===== config.mk =====
export PLATFORM = sky130hd
export DESIGN_NAME = cic_integrator_chain
export DESIGN_NICKNAME = d
export VERILOG_FILES = /design/src/rtl/cic_pkg.sv /design/src/rtl/cic_int_stage.sv /design/src/rtl/cic_integrator_chain.sv
export SDC_FILE = /design/constraint.sdc
export NUM_CORES = 1
export LEC_CHECK = 0
export CORE_MARGIN = 2
export CORE_UTILIZATION = 56
export DETAILED_ROUTE_END_ITERATION = 6
export PLACE_DENSITY = 0.76
export SYNTH_ARGS = -nofsm -noshare
export SYNTH_HDL_FRONTEND = slang
export SYNTH_HIERARCHICAL = 1
export SYNTH_SLANG_ARGS = --single-unit

===== constraint.sdc =====
create_clock -name clock -period 2.7 [get_ports clock]
set_clock_uncertainty 0.05 [all_clocks]
set_input_delay 0.405 -clock clock [delete_from_list [all_inputs] [get_ports clock]]
set_output_delay 0.405 -clock clock [all_outputs]
set_load 0.005 [all_outputs]

===== src/rtl/cic_pkg.sv =====
// Shared constants and width helpers for the CIC integrator section.
// The defaults describe a 4-stage chain with R=32 and M=1.
package cic_pkg;

    localparam int DEF_INPUT_WIDTH  = 16;
    localparam int DEF_OUTPUT_WIDTH = 12;
    localparam int DEF_N_STAGES     = 4;
    localparam int DEF_GROWTH       = 20;

    // Ceiling log2, usable in constant expressions; clog2_f(1) == 0.
    function automatic int clog2_f(input int value);
        int result;
        int remaining;
        result    = 0;
        remaining = value - 1;
        while (remaining > 0) begin
            result    = result + 1;
            remaining = remaining >> 1;
        end
        return result;
    endfunction

    // Bit growth of an N-stage CIC with rate change R and differential delay M.
    function automatic int cic_growth_f(input int n_stages, input int rate, input int diff_delay);
        return n_stages * clog2_f(rate * diff_delay);
    endfunction

endpackage


===== src/rtl/cic_int_stage.sv =====
// One CIC integrator: a signed running-sum register that wraps modulo 2^WIDTH.
// The wrap is deliberate; the comb section downstream cancels it.
module cic_int_stage
    import cic_pkg::*;
#(
    parameter int WIDTH = DEF_INPUT_WIDTH + DEF_GROWTH
) (
    input  logic                    clock,
    input  logic                    rst,
    input  logic signed [WIDTH-1:0] d_in,
    output logic signed [WIDTH-1:0] acc
);

    logic signed [WIDTH-1:0] acc_r;

    // Accumulate the incoming value each cycle; reset clears the history.
    always_ff @(posedge clock) begin
        if (rst) begin
            acc_r <= {WIDTH{1'b0}};
        end else begin
            acc_r <= acc_r + d_in;
        end
    end

    assign acc = acc_r;

endmodule


===== src/rtl/cic_integrator_chain.sv =====
// Integrator section of a CIC decimator: N_STAGES cascaded accumulators at the
// input rate, followed by a registered truncation to the top OUTPUT_WIDTH bits.
module cic_integrator_chain
    import cic_pkg::*;
#(
    parameter int INPUT_WIDTH  = DEF_INPUT_WIDTH,
    parameter int OUTPUT_WIDTH = DEF_OUTPUT_WIDTH,
    parameter int N_STAGES     = DEF_N_STAGES,
    parameter int GROWTH       = DEF_GROWTH
) (
    input  logic                           clock,
    input  logic                           rst,
    input  logic signed [INPUT_WIDTH-1:0]  d_in,
    output logic signed [OUTPUT_WIDTH-1:0] d_out
);

    localparam int ACC_WIDTH = INPUT_WIDTH + GROWTH;

    logic signed [ACC_WIDTH-1:0]    stage_in_s [N_STAGES];
    logic signed [ACC_WIDTH-1:0]    acc_s      [N_STAGES];
    logic signed [OUTPUT_WIDTH-1:0] d_out_r;

    // The size cast of a signed operand sign-extends the sample.
    assign stage_in_s[0] = ACC_WIDTH'(d_in);

    for (genvar g = 0; g < N_STAGES; g++) begin : g_stage
        if (g > 0) begin : g_link
            assign stage_in_s[g] = acc_s[g-1];
        end
        cic_int_stage #(
            .WIDTH (ACC_WIDTH)
        ) u_stage (
            .clock (clock),
            .rst   (rst),
            .d_in  (stage_in_s[g]),
            .acc   (acc_s[g])
        );
    end

    // Keep the MSBs of the last integrator; LSBs are dropped without rounding.
    always_ff @(posedge clock) begin
        if (rst) begin
            d_out_r <= {OUTPUT_WIDTH{1'b0}};
        end else begin
            d_out_r <= acc_s[N_STAGES-1][ACC_WIDTH-1 -: OUTPUT_WIDTH];
        end
    end

    assign d_out = d_out_r;

endmodule


==> results.md <==
* Outcome: finished, final reports clean
* Leak pwr at approximately 6.7 nW
* Primary FF master, synth: dfxtp_1
* Max_slew headroom at 0.5911
* Antenna diode count at 0
* Largest net degree at the start of global routing at 55
* Post-Synth Simple-Gate Area at 0.2145
* Fin crit period at between 2 and 3 ns
* Largest area contributor in the netlist: dfxtp_1
* Vias in the first global route at between 10k and 15k
* Placed cell count at 1990
* Setup-failing EPs final at 0
* Main combinational cell family by area after synthesis: compound AO/OA/AOI/OAI gates
* Synthesized Nets at roughly 1.7k
* CTS buffer count at 17
* Hold Crit Start: rst
* Commonest non-fill, non-tap cells in the layout: 196 x nor2_1, 192 x buf_4, 154 x dfxtp_1, 140 x a21oi_1, 131 x ha_1
* Global route total overflow at 0
* Vias/cell at 6.092
* PortBufs at 29
* Startpoint types: register
* Cell variety after synth at 87
* HP Class: input pin to register
* Final Non-Filler Cells at 2034
* Clk slew on worst S/H paths at approximately 0.080 ns
* Starting density of the core at 0.5676
* Final ANT Viol Nets at 0
* Post-synthesis mux area share at 0.01973
* Seq cells post-synth at roughly 160
* Number of synthesized flops with an enable pin at 0
* Worst Hold Depth at 2
* Final Max Slew Viols at 0
* Ports at 30
* Sequential element share of the synthesized area at 0.2438
* DR iter-0 viols at about 1.1k
* Clock latency on the worst-skew pair at between 0.4 and 0.5 ns
* Slew @ Worst Pin at between 0.6 and 0.7 ns
* RD Place Congestion at between 0.9 and 1
* RR Endpoint: g_stage[2].u_stage/acc[28]
* Core area at between 20000 and 25000 sq um
* Cells after synthesis at 1579
* Post-synth ARST share at 0
* Initial antenna violation count at 0
* Initial DRT Pass Iterations at 6
* Post-Route WL at 35430 microns
* Power Density at between 1000 and 1500 nW/um^2
* TritonCTS clock tree: built
* Syn-to-layout area delta at 19.44%
* First-pass GRT wire length at 57890 microns
* Synth top area cells: dfxtp_1 24%, ha_1 14%, nor2_1 5.7%
* Layout cells sized above 1 at 0.2030
* Most common cell after layout, fill and taps aside: nor2_1
* Total negative slack at 0 ns
* Routed WL per cell at approximately 17 microns
* Post-Synth Adder-Cell Area at 0.1430
* Crit path arrival time at approximately 3 ns
* CTS H-tree lvls at 4
* Final HPWL DP at between 20000 and 30000 microns
* DR vias at approximately 12k
* Critical path class: register to register
* CP max FO at 3
* RSZ-0062 raised after global routing: yes
* Die Area at approximately 24000 sq um
* Hold Vio Cnt, Final at 0
* Synth Cell Area at 12810 sq um
* FF-to-FF Start: g_stage[1].u_stage/acc[0]
* FF-to-FF setup slack at about 0.043 ns
* Top cell type's share of synthesized area at 0.2438
* Element type at the critical path end: register
* Number of cells on the worst reg-to-reg path at 9
* CTS Root Cell: clkbuf_16
* Syn_area_per_cell at just over 8 sq um
* YS warnings at 6
* Critical Path RT at 2.98 ns
* Die Width at between 150 and 200 microns
* Clock Sinks at 156
* Worst Hold End: d_out[4]
* Synth Area in Compound Gates at 0.2559
* Max-cap violations at 0
* Upper clock frequency limit at approximately 380 MHz
* Final hold slack at 0.2929 ns
* Worst-case vdd ir drop at 0.5219 mV
* Aggregate global-route resource usage at 0.2934
* Final net count at 1898
* Die height at approximately 160 microns
* Synth Area in XOR/XNOR at 0.07657
* DRC viols at 0
* Period utilization at 0.9840
* Clk buf depth at 2
* Row count at 55
* # hold bufs at CTS at 0
critical path, cell delays in order (launching register included):
cell and delay (ns):
dfxtp_2 0.34, ha_4 0.17, fa_2 0.33, a21o_1 0.19
a221oi_2 0.26, and4bb_4 0.31, o21ai_4 0.07, a31o_4 0.26
a211oi_2 0.23, mux2_1 0.34
cells by family after synthesis:
family / count (synthesis)
AND/OR/NAND/NOR: 544
AO/OA/AOI/OAI: 472
flip-flops: 156
adder cells (fa/ha/maj): 144
buffers and inverters: 129
XOR/XNOR: 112
multiplexers: 22
registers in the layout, summed over array words and instances (netlist names):
name                 cells
d_out                   12
g_stage.u_stage/acc    144
repair_timing:
item	CTS	global route
resized for setup	5	45
hold endpoints to repair	0	0
pin swaps	10	19
setup endpoints to repair	7	31
buffers inserted	5	7
per-stage QoR:
stage	utilization	setup slack (ns)	power (mW)	instance area, sq um
2_1_floorplan	-	0.08299	10.81	12810
3_3_place_gp	0.6388	-0.2701	13.78	14420
3_5_place_dp	0.6388	-0.3616	14.03	14420
4_1_cts	0.6672	0.006052	16.57	15060
5_1_grt	0.6779	-0.04683	18.16	15300
6_report	0.6779	0.04307	16.86	15300
layer usage:
layer,wire (microns),GRT usage
met1,16110,0.3879
met2,16320,0.4891
met4,841,0.09087
met3,2168,0.05181
met5,0,0
worst max path at each step:
| stage | from | end | slack [ns] |
|---|---|---|---|
| final | g_stage[1].u_stage/acc[0] | g_stage[2].u_stage/acc[28] | 0.04 |
| after global routing | g_stage[1].u_stage/acc[0] | g_stage[2].u_stage/acc[28] | -0.05 |
| after floorplan | g_stage[1].u_stage/acc[0] | g_stage[2].u_stage/acc[28] | 0.08 |
| after detailed placement | d_in[15] | g_stage[0].u_stage/acc[28] | -0.36 |
| after global placement | d_in[15] | g_stage[0].u_stage/acc[34] | -0.27 |
| after CTS | g_stage[1].u_stage/acc[0] | g_stage[2].u_stage/acc[28] | 0.006 |
layout make-up:
| class | instances | area, sq um |
|---|---|---|
| inverter | 44 | 165.2 |
| tap | 285 | 356.6 |
| sequential | 156 | 3126 |
| clock inverter | 15 | 162.7 |
| timing repair buffer | 223 | 1773 |
| multi-input combinational | 1294 | 9293 |
| clock buffer | 17 | 425.4 |
| fill | 1904 | 7271 |
cell usage after synthesis, types with 12 or more instances:
| cell | count |
|---|---|
| nand4_1 | 42 |
| xnor2_1 | 70 |
| clkbuf_1 | 28 |
| ha_1 | 140 |
| buf_4 | 12 |
| dfxtp_1 | 156 |
| nor3_1 | 16 |
| o21ai_0 | 68 |
| o21a_1 | 24 |
| xor2_1 | 42 |
| o211ai_1 | 16 |
| a21o_1 | 36 |
| nand3_1 | 38 |
| and3_1 | 16 |
| a21oi_2 | 14 |
| buf_2 | 36 |
| a211oi_1 | 12 |
| nor2b_1 | 40 |
| nand2_1 | 114 |
| o21bai_1 | 28 |
| a21oi_1 | 142 |
| nor2_1 | 196 |
| inv_1 | 44 |
report_power, final:
part	internal [mW]	switching, mW
logic	4.80	5.78
clock network	1.24	1.19
registers	3.18	0.661
total	9.23	7.63
(Power assumes the default switching activity.)
